<file path="src/rtl/fsm_sequencer_pkg.sv">
// Shared types and core transition rules for the sequencer and its state machine core.
package fsm_sequencer_pkg;

    typedef enum logic [1:0] {
        IDLE = 2'd0,
        RUN  = 2'd1,
        DONE = 2'd2
    } ctl_state_t;

    localparam logic [1:0] S00 = 2'b00;
    localparam logic [1:0] S01 = 2'b01;
    localparam logic [1:0] S10 = 2'b10;
    localparam logic [1:0] S11 = 2'b11;

    // Next core state for input x.
    function automatic logic [1:0] core_next(input logic [1:0] s, input logic x);
        logic [1:0] n;
        n = S00;
        case (s)
            S00:     n = x ? S11 : S01;
            S01:     n = x ? S10 : S00;
            S10:     n = x ? S01 : S10;
            default: n = x ? S10 : S11;
        endcase
        return n;
    endfunction

    // z flag of a core state: only A,B = 00 reports zero.
    function automatic logic core_z(input logic [1:0] s);
        return (s != S00);
    endfunction

endpackage

</file>
<file path="src/rtl/fsm_sequencer_core.sv">
// Embedded 2-bit serial state machine: one transition per enabled step.
module fsm_step_core
    import fsm_sequencer_pkg::*;
(
    input  logic       CLK,
    input  logic       RESET,
    input  logic       clr,
    input  logic       step,
    input  logic       x,
    output logic [1:0] state,
    output logic       z_c
);

    logic [1:0] state_d;

    // Next state: clear wins over step, otherwise hold.
    always_comb begin
        state_d = state;
        if (clr) begin
            state_d = S00;
        end else if (step) begin
            state_d = core_next(state, x);
        end
    end

    // State register.
    always_ff @(posedge CLK) begin
        if (RESET) begin
            state <= S00;
        end else begin
            state <= state_d;
        end
    end

    assign z_c = core_z(state);

endmodule

</file>
<file path="src/rtl/fsm_sequencer.sv">
// Host-facing sequencer: applies a loaded pattern to the core one bit per clock and captures z.
module fsm_sequencer
    import fsm_sequencer_pkg::*;
#(
    parameter int unsigned W  = 16,
    parameter int unsigned LW = $clog2(W + 1)
) (
    input  logic          CLK,
    input  logic          RESET,
    input  logic          start,
    input  logic [LW-1:0] len,
    input  logic [W-1:0]  pattern,
    output logic          busy,
    output logic          done,
    output logic          err,
    output logic [W-1:0]  result,
    output logic [1:0]    final_state
);

    ctl_state_t    ctl_q, ctl_d;
    logic [W-1:0]  shreg_q, shreg_d;
    logic [LW-1:0] cnt_q, cnt_d;
    logic [LW-1:0] idx_q, idx_d;
    logic          busy_d, done_d, err_d;
    logic [W-1:0]  result_d;
    logic [1:0]    final_d;
    logic          core_clr_c, core_step_c;
    logic [1:0]    core_state;
    logic          core_z_c;
    logic          len_ok_c;

    assign len_ok_c = (len != '0) && (len <= LW'(W));

    fsm_step_core u_core (
        .CLK   (CLK),
        .RESET (RESET),
        .clr   (core_clr_c),
        .step  (core_step_c),
        .x     (shreg_q[0]),
        .state (core_state),
        .z_c   (core_z_c)
    );

    // Next-state and output decode for the controller.
    always_comb begin
        ctl_d       = ctl_q;
        shreg_d     = shreg_q;
        cnt_d       = cnt_q;
        idx_d       = idx_q;
        busy_d      = busy;
        done_d      = 1'b0;
        err_d       = 1'b0;
        result_d    = result;
        final_d     = final_state;
        core_clr_c  = 1'b0;
        core_step_c = 1'b0;

        case (ctl_q)
            IDLE: begin
                busy_d = 1'b0;
                if (start) begin
                    if (len_ok_c) begin
                        shreg_d    = pattern;
                        cnt_d      = len;
                        idx_d      = '0;
                        result_d   = '0;
                        core_clr_c = 1'b1;
                        busy_d     = 1'b1;
                        ctl_d      = RUN;
                    end else begin
                        err_d = 1'b1;
                    end
                end
            end
            RUN: begin
                core_step_c = 1'b1;
                // z is taken from the core state before this step.
                for (int unsigned i = 0; i < W; i++) begin
                    if (idx_q == LW'(i)) begin
                        result_d[i] = core_z_c;
                    end
                end
                shreg_d = shreg_q >> 1;
                idx_d   = idx_q + LW'(1);
                cnt_d   = cnt_q - LW'(1);
                if (cnt_q == LW'(1)) begin
                    final_d = core_next(core_state, shreg_q[0]);
                    busy_d  = 1'b0;
                    done_d  = 1'b1;
                    ctl_d   = DONE;
                end
            end
            DONE: begin
                busy_d = 1'b0;
                ctl_d  = IDLE;
            end
            default: begin
                busy_d = 1'b0;
                ctl_d  = IDLE;
            end
        endcase
    end

    // Controller and output registers.
    always_ff @(posedge CLK) begin
        if (RESET) begin
            ctl_q       <= IDLE;
            shreg_q     <= '0;
            cnt_q       <= '0;
            idx_q       <= '0;
            busy        <= 1'b0;
            done        <= 1'b0;
            err         <= 1'b0;
            result      <= '0;
            final_state <= S00;
        end else begin
            ctl_q       <= ctl_d;
            shreg_q     <= shreg_d;
            cnt_q       <= cnt_d;
            idx_q       <= idx_d;
            busy        <= busy_d;
            done        <= done_d;
            err         <= err_d;
            result      <= result_d;
            final_state <= final_d;
        end
    end

endmodule

</file>
<file path="config.mk">
export PLATFORM = sky130hd
export DESIGN_NAME = fsm_sequencer
export DESIGN_NICKNAME = d
export VERILOG_FILES = /design/src/rtl/fsm_sequencer_pkg.sv /design/src/rtl/fsm_sequencer_core.sv /design/src/rtl/fsm_sequencer.sv
export SDC_FILE = /design/constraint.sdc
export NUM_CORES = 1
export LEC_CHECK = 0
export BUFFER_PORTS_ARGS = -buffer_cell sky130_fd_sc_hd__buf_4
export CAP_MARGIN = 15
export CELL_PAD_IN_SITES_DETAIL_PLACEMENT = 2
export CELL_PAD_IN_SITES_GLOBAL_PLACEMENT = 2
export CORE_AREA = 3 3 92 94
export CTS_CLUSTER_DIAMETER = 100
export CTS_CLUSTER_SIZE = 8
export DETAILED_ROUTE_END_ITERATION = 8
export DIE_AREA = 0 0 95 97
export PLACE_DENSITY = 0.88
export SETUP_SLACK_MARGIN = 0.02
export SLEW_MARGIN = 20
export SYNTH_ARGS = -nofsm -noshare
export SYNTH_HDL_FRONTEND = slang
export SYNTH_SLANG_ARGS = --single-unit
export TNS_END_PERCENT = 5
</file>
<file path="constraint.sdc">
create_clock -name CLK -period 1.8 [get_ports CLK]
set_input_delay 0.09 -clock CLK [delete_from_list [all_inputs] [get_ports CLK]]
set_output_delay 0.09 -clock CLK [all_outputs]
set_load 0.05 [all_outputs]
</file>
=== After elaboration in Yosys (flattened, before gate mapping) ===
Index checks and enable logic that the tools add are counted.

* Register bits after elaboration: 51

* Mux-type cells: 45
* Bitwise gates (word level): 3
* Eq/ne operators: 38
* $add $sub $neg: 2
* $lt $le $gt $ge: 1
* Reduce and logical (&&, ||, !) cells: 29

{| class="wikitable"
|+ Operator list
! operator !! count
|-
| 2-to-1 mux 16 bit || 4
|-
| case mux 16 bit (2 select lines) || 2
|-
| AND reduction 4 bit || 16
|-
| equality test 5 x 4 -> 1 bit, second input constant || 8
|-
| != test 2 bit, second input constant || 19
|-
| 2-to-1 mux 1 bit || 24
|-
| equality test 5 x 3 -> 1 bit, second input constant || 4
|-
| 2-to-1 mux 5 bit || 4
|-
| case mux 5 bit (2 select lines) || 2
|-
| 2-to-1 mux 2 bit || 6
|-
| equality test 5 x 1 -> 1 bit, second input constant || 2
|-
| equality test 5 x 2 -> 1 bit, second input constant || 2
|-
| case mux 2 bit (3 select lines) || 1
|-
| AND reduction 3 bit || 2
|-
| adder 5 x 1 -> 5 bit, second input constant || 1
|-
| <= comparator 5 bit, second input constant || 1
|-
| logical NOT 5 bit || 1
|-
| nonzero test 5 bit || 1
|-
| subtractor 5 x 1 -> 5 bit, second input constant || 1
|-
| equality test 2 x 1 -> 1 bit, second input constant || 2
|-
| logical NOT 2 bit || 2
|-
| case mux 2 bit (2 select lines) || 1
|-
| nonzero test 2 bit || 2
|-
| OR reduction 2 bit || 2
|-
| 6 further kinds || 8
|}

=== Longest topological paths before layout ===
Gate-level depths: netlist (run 1).

* Word-level depth: 6
* Gate-level depth with buffers: 6

=== Cells and area by module ===
Synthesis (run 1) repeated with hierarchy kept, for this count alone.

* Cells, all modules: 292
* Area total of the unflattened synthesis: 2,573.7 um^2

{| class="wikitable"
|+ By module, submodules not included
! module !! area each (um^2) !! cells each !! instances
|-
| fsm_sequencer || 2,476.1 || 280 || 1
|-
| fsm_step_core || 97.6 || 12 || 1
|}

=== Worst setup path before layout (run 1) ===
Ideal clock, no wire load.

* Path kind: input to register
* Start: input len[3]
* End: register result[15]
* Path slack: 0.215 ns
* Arrival: 1.468 ns
* Required time: 1.684 ns
* Path buffers: 1
* Cell stages on the path: 5
* Path through: nor4_4 mux2i_1 buf_6 a21oi_2 a41o_1

* Longest elaborated chain between the ends: 4

{| class="wikitable"
|+ Ends and longest elaborated chain
! element !! line !! source
|-
| start: declaration || fsm_sequencer.sv:11 || <nowiki>input logic [LW-1:0] len,</nowiki>
|-
| <= comparator 5 bit / nonzero test 5 bit (equally long branches) || fsm_sequencer.sv:32 || <nowiki>assign len_ok_c = (len != '0) && (len <= LW'(W));</nowiki>
|-
| logical AND 1 bit * || fsm_sequencer.sv:32 ||
|-
| != test 2 bit (no line) * || n/a ||
|-
| AND reduction 4 bit (no line) * || n/a ||
|-
| end signal: assignment || fsm_sequencer.sv:124 || <nowiki>result <= result_d;</nowiki>
|-
| end: declaration || fsm_sequencer.sv:16 || <nowiki>output logic [W-1:0] result,</nowiki>
|}

Mark *: on every way between the ends. The rest lies on a longest branch, timed or not.
A chain may end at the register's enable or synchronous reset.

=== Worst setup path in the final report (run 1) ===
* Start: register ctl_q[1]
* End: register cnt_q[3]

* Longest elaborated chain between the ends: 3

{| class="wikitable"
|+ Ends and longest elaborated chain
! element !! line !! source
|-
| start: declaration || fsm_sequencer.sv:20 || <nowiki>ctl_state_t ctl_q, ctl_d;</nowiki>
|-
| start signal: assignment || fsm_sequencer.sv:117 || <nowiki>ctl_q <= ctl_d;</nowiki>
|-
| equality test 2 x 1 -> 1 bit / logical NOT 2 bit (equally long branches) || fsm_sequencer.sv:58 || <nowiki>case (ctl_q)</nowiki>
|-
| nonzero test 2 bit (no line) / != test 2 bit (equally long branches) || n/a ||
|-
| AND reduction 3 bit (no line) || n/a ||
|-
| end signal: assignment || fsm_sequencer.sv:119 || <nowiki>cnt_q <= cnt_d;</nowiki>
|-
| end: declaration || fsm_sequencer.sv:22 || <nowiki>logic [LW-1:0] cnt_q, cnt_d;</nowiki>
|}

Parallel ways exist; a longest one is shown, timed or not.

==> summary.txt, run 1 <==
Seq/Total Area, Yosys = 40.50%
RSZ-0062 raised after global routing = false
Critical R2R Launch = ctl_q[1]
final-report setup violation count = 0
EDFF count, synth = 0
core area = 0.007727 mm^2
Pleak = 1.227 nW
final global-route overflow total = 0
initial antenna violation count = 0
most frequent cells in the layout = nand2_1, buf_4, dfxtp_1, nor3_1, mux2i_1
# DRC = 0
GP Congestion = 0.7307
maximum VDD drop = 297.3 uV
CP Data Arrival Time = 1820 ps
post-DR vias/cell = 5.245
mapped cell area = 0.002521 mm^2
CP max stage cell = nor3b_1
# fillers = 859
Synth Area in Simple Gates = 22.23%
PwrDens = 811.8 mW/mm^2
Max Cap Viol = 0
period utilization = 90.82%
global-route wire length before repair = 12.14 mm
Yosys cell types = 48
Rows = 32
fin. max-slew vios = 0
origin of the worst setup path = ctl_q[1]
Internal = 1.819 mW
post_cts resized = 0
Flop pwr share = 49.3%
layout cells sized above 1 = 27.64%
Setup crit start kind = flop
setup TNS = 0 ps
worst slew pin tran = 472.9 ps
CP endpoint kind = flop
clk root buf = clkbuf_8
syn nets = 309
main combinational cell family by area after synthesis = simple AND/OR/NAND/NOR gates
Ports = 45
Crit Path Class = reg2reg
Die Ht = 97 um
HPWL Detailed = 5.297 mm
commonest non-fill, non-tap cell in the layout = nand2_1
max incr delay on CP = 390 ps
CP Cell Sequence = nor3b_1, mux2i_1, buf_4, a311oi_1, a21oi_1
worst hold path type = in2reg
ys flop type = dfxtp_1
Worst-path clk slew = 90 ps
CTS tree = yes
Hold Violations, Final = 0
Overall Power = 2.538 mW
YS warnings = 0
Die ar. = 0.009215 mm^2
post-route insts no fill = 424
Initial Util = 32.63%
critical path peak fanout = 8
fin crit period = 1635 ps
Max-slew headroom = 68.23%
gr usage total = 16.28%
post-synthesis compound-gate area fraction = 19.95%
Syn Area/Cell = 9.069 um^2
Sink Count = 51
clock latency on the worst-skew pair = 300 ps
vias in the first global route = 2,403
ys async rst share = 0%
worst hold margin = 63.83 ps
Iteration-0 DRC Markers = 41
hold path start = pattern[6]
PortBufs = 44
Vias = 2,224
nets@finish = 353
largest net degree at the start of global routing = 42
Routed WL = 7.018 mm
clk buf depth = 2
mux contribution to synthesized area = 7.345%
worst endpoint required time = 1980 ps
status = complete, no violations
Hold Buf Count CTS = 0
H-Tree Depth = 2
Clk pwr share = 31.2%
cell count after synthesis = 278
Comb pwr share = 19.6%
antenna-violating nets left = 0
die width = 95 um
Area Overhead vs Synth = 24.02%
total CTS buffers = 5
post-synthesis register bit count = 51
Switching Share = 28.32%
drt wl/cell = 16.55 um
post-CTS setup buffers = 0
NetSw = 0.7188 mW
Max Fclk = 0.6117 GHz
drt first pass iters = 4
Worst Skew = 3.411 ps
Post-Synth Adder-Cell Area = 3.474%
placed cells = 417
post-synthesis xor/xnor area fraction = 1.390%
# diodes = 0
==> metal layers <==
metal	global-route usage [%]	up-vias	share of wire, %
li1	-	1086	-
met1	20.30	1081	44
met2	28.52	46	51
met3	2.644	11	3.0
met4	4.440	0	1.3
met5	0	-	0
==> power by group through the flow <==
stage	combinational [mW]	sequential, mW	clock, mW
after floorplan	0.317	1.28	0
after global placement	0.477	1.27	0
after detailed placement	0.503	1.27	0
after CTS	0.504	1.25	0.818
after global routing	0.554	1.26	0.875
final	0.497	1.25	0.791
==> final timing paths <==
| path | end | slack (ps) | cells after the start |
|---|---|---|---|
| setup / recovery | cnt_q[3] | 170 | 5 |
| hold / removal | shreg_q[6] | 60 | 3 |
| setup reg to reg | cnt_q[3] | 170 | 5 |
| hold reg to reg | result[7] | 460 | 2 |
==> area by class of cell <==
class | count | area, um^2 | area share [%]
timing repair buffer | 56 | 470.5 | 15.05
inverter | 6 | 22.52 | 0.7203
tap | 102 | 127.6 | 4.082
multi-input combinational | 202 | 1380 | 44.14
clock inverter | 1 | 30.03 | 0.9604
clock buffer | 6 | 72.57 | 2.321
sequential | 51 | 1023 | 32.73
==> worst max-delay path: cells and delay by family (launching register included) <==
kind,cells,cell delay [ps]
AOI/OAI and AO/OA,2,390
muxes,1,180
buffers and inverters,1,180
and+or+nand+nor,1,390
DFF,1,380
==> kinds of logic after synthesis <==
logic type,count (synthesis)
AO/OA/AOI/OAI,59
XOR/XNOR,4
adder cells (fa/ha/maj),7
buffers and inverters,25
flip-flops,51
multiplexers,18
AND/OR/NAND/NOR,114
==> Yosys cell counts, types with 3 or more instances <==
cell / number / share of area, %
dfxtp_1: 51 / 40
a311oi_2: 8 / 4.8
nand3_1: 4 / 0.79
buf_2: 4 / 0.79
inv_1: 6 / 0.89
nor4b_1: 3 / 1.0
buf_6: 3 / 1.3
a311oi_1: 9 / 3.1
a211oi_1: 4 / 1.2
nor3b_1: 4 / 1.2
a21oi_1: 8 / 1.6
o21ai_2: 7 / 2.4
nor2_1: 9 / 1.3
nand2b_1: 4 / 0.99
ha_1: 7 / 3.5
clkbuf_1: 10 / 1.5
o21ai_0: 10 / 2.0
nand2_1: 56 / 8.3
mux2i_1: 17 / 6.7
nor3_1: 19 / 3.8
==> state kept, by name, summed over array words and instances, names as in the netlist <==
| signal | cells |
|---|---|
| shreg_q | 16 |
| ctl_q | 2 |
| done | 1 |
| final_state | 2 |
| cnt_q | 5 |
| idx_q | 5 |
| result | 16 |
| u_core.state | 2 |
| busy | 1 |
| err | 1 |
==> per-stage QoR <==
| stage | utilization, % | area, um^2 | worst slack (ps) |
|---|---|---|---|
| 2_1_floorplan | - | 2521 | 215.3 |
| 6_report | 40.46 | 3127 | 165.2 |
| 4_1_cts | 40.35 | 3118 | 33.20 |
| 3_3_place_gp | 39.02 | 3015 | 175.0 |
| 3_5_place_dp | 39.02 | 3015 | 62.03 |
| 5_1_grt | 40.46 | 3127 | 20.54 |
(Power assumes the default switching activity.)
==> inputs of run 2 (changes only) <==
--- a/config.mk
+++ b/config.mk
@@ -9,12 +9,12 @@
 export CAP_MARGIN = 15
 export CELL_PAD_IN_SITES_DETAIL_PLACEMENT = 2
 export CELL_PAD_IN_SITES_GLOBAL_PLACEMENT = 2
-export CORE_AREA = 3 3 92 94
+export CORE_AREA = 3 3 96 98
 export CTS_CLUSTER_DIAMETER = 100
 export CTS_CLUSTER_SIZE = 8
 export DETAILED_ROUTE_END_ITERATION = 8
-export DIE_AREA = 0 0 95 97
-export PLACE_DENSITY = 0.88
+export DIE_AREA = 0 0 99 101
+export PLACE_DENSITY = 0.85
 export SETUP_SLACK_MARGIN = 0.02
 export SLEW_MARGIN = 20
 export SYNTH_ARGS = -nofsm -noshare
==> constraint.sdc (replaced) <==
create_clock -name CLK -period 1.48 [get_ports CLK]
set_input_delay 0.074 -clock CLK [delete_from_list [all_inputs] [get_ports CLK]]
set_output_delay 0.074 -clock CLK [all_outputs]
set_load 0.05 [all_outputs]
==> summary.txt, run 2 (same netlist as run 1, synthesis figures left out) <==
status = complete, but fails checks
violated checks = setup timing
Die Ht = 101 um
Area Overhead vs Synth = 39.40%
Die ar. = 0.009999 mm^2
fin area = 0.003515 mm^2
period utilization = 106.8%
Hold Violations, Final = 0
Max Cap Viol = 0
largest net degree at the start of global routing = 21
HPWL Detailed = 5.555 mm
gr usage total = 16.57%
Ports = 45
final-report setup violation count = 18
# diodes = 0
maximum VDD drop = 355.8 uV
biggest registers after layout = result (16), shreg_q (16)
# DRC = 0
most frequent cells in the layout = buf_4, nand2_1, dfxtp_1, nor3_1, mux2i_1
Max-slew headroom = 79.96%
drt wl/cell = 17.83 um
Routed WL = 8.168 mm
drt first pass iters = 4
CP endpoint kind = flop
Setup crit start kind = flop
Comb pwr share = 24.7%
vias in the first global route = 2,562
antenna-violating nets left = 0
post-DR vias/cell = 5.236
clk buf depth = 2
NetSw = 0.9683 mW
Setup WS post-layout = -100.6 ps
fin. max-slew vios = 0
clk root buf = clkbuf_8
worst endpoint required time = 1720 ps
Internal = 2.139 mW
worst hold path type = in2reg
CTS tree = yes
Sink Count = 51
global-route wire length before repair = 13.25 mm
Area after DPL = 0.003182 mm^2
commonest non-fill, non-tap cell in the layout = buf_4
Crit Path Class = reg2reg
PwrDens = 884.0 mW/mm^2
die width = 99 um
critical path peak fanout = 7
Switching Share = 31.17%
GP Congestion = 0.7667
final global-route overflow total = 0
CP Data Arrival Time = 1820 ps
Worst Skew = 5.277 ps
Vias = 2,398
RSZ-0062 raised after global routing = true
initial antenna violation count = 0
CP max stage cell = dfxtp_4
Pleak = 1.403 nW
Iteration-0 DRC Markers = 47
PortBufs = 44
Worst-path clk slew = 100 ps
Final Util = 41.10%
clock latency on the worst-skew pair = 310 ps
post-route insts no fill = 458
placed cells = 447
worst slew pin tran = 296.4 ps
Max Fclk = 0.6327 GHz
CP Cell Sequence = nor4bb_4, buf_4, mux2i_4, buf_6, buf_8, o21ai_2, mux2i_1
fin crit period = 1581 ps
max incr delay on CP = 380 ps
total CTS buffers = 5
Flop pwr share = 48.9%
Hold Buf Count CTS = 0
Clk pwr share = 26.4%
layout cells sized above 1 = 42.00%
Initial Util = 29.48%
core area = 0.008551 mm^2
nets@finish = 380
H-Tree Depth = 2
Rows = 34
-- run 2: cell count changes in the layout (fill, tap and decap cells not counted), sizes merged --
cell and delta:
bufinv -1, clkinv +1, buf +27, clkinvlp +1
-- run 2: routing by layer --
metal	global-route usage (%)	vias up	share of wire, %
met5	0	-	0
li1	-	1144	-
met1	19.93	1208	43
met4	3.466	0	0.59
met3	2.976	4	2.9
met2	30.68	42	53
-- run 2: metrics by stage --
step                      setup TNS (ps)  worst slack [ps]  power (mW)  hold WS [ps]
after floorplan                   -10.05            -10.05       1.942         221.7
after global placement             -1021            -100.7       2.169         364.5
after detailed placement           -4245            -176.6       2.210         377.0
after CTS                         -583.3            -63.84       3.108         27.64
after global routing               -3063            -156.3       3.274         30.31
final                             -958.1            -100.6       3.107         35.45
-- run 2: final cells by class --
type | count | area (um^2)
fillers | 933 | 5036
multi-input cells | 202 | 1570
flip-flops and latches | 51 | 1030
repair buffers | 83 | 671.9
well taps | 108 | 135.1
clock buffers | 6 | 72.57
inverters | 6 | 22.52
clock inverters | 2 | 12.51
-- run 2: power by group through the flow --
stage	logic, mW	registers, mW	clock network, mW
final	0.767	1.52	0.820
after global routing	0.834	1.53	0.909
after CTS	0.726	1.52	0.865
after detailed placement	0.665	1.54	0
after global placement	0.634	1.54	0
after floorplan	0.387	1.56	0
-- run 2: worst paths after layout --
path	start	endpoint	slack, ps	cells after the start
max	ctl_q[0]	result[3]	-100	7
max reg2reg	ctl_q[0]	result[3]	-100	7
min reg2reg	result[11]	result[11]	460	2
min	pattern[2]	shreg_q[2]	40	3
-- run 2: what timing repair did --
| item | 4_1_cts | 5_1_grt |
|---|---|---|
| cloned | 1 | 0 |
| setup endpoints to repair | 47 | 44 |
| setup buffers | 1 | 1 |
| gates resized for setup | 38 | 18 |
| pin swaps | 4 | 5 |
-- run 2: worst max-delay path, delay by kind of cell, from the launching register on --
kind            cells  cell delay [ps]
buf+inv             3              450
flops               1              380
compound gates      1               60
mux                 2              300
simple gates        1              290
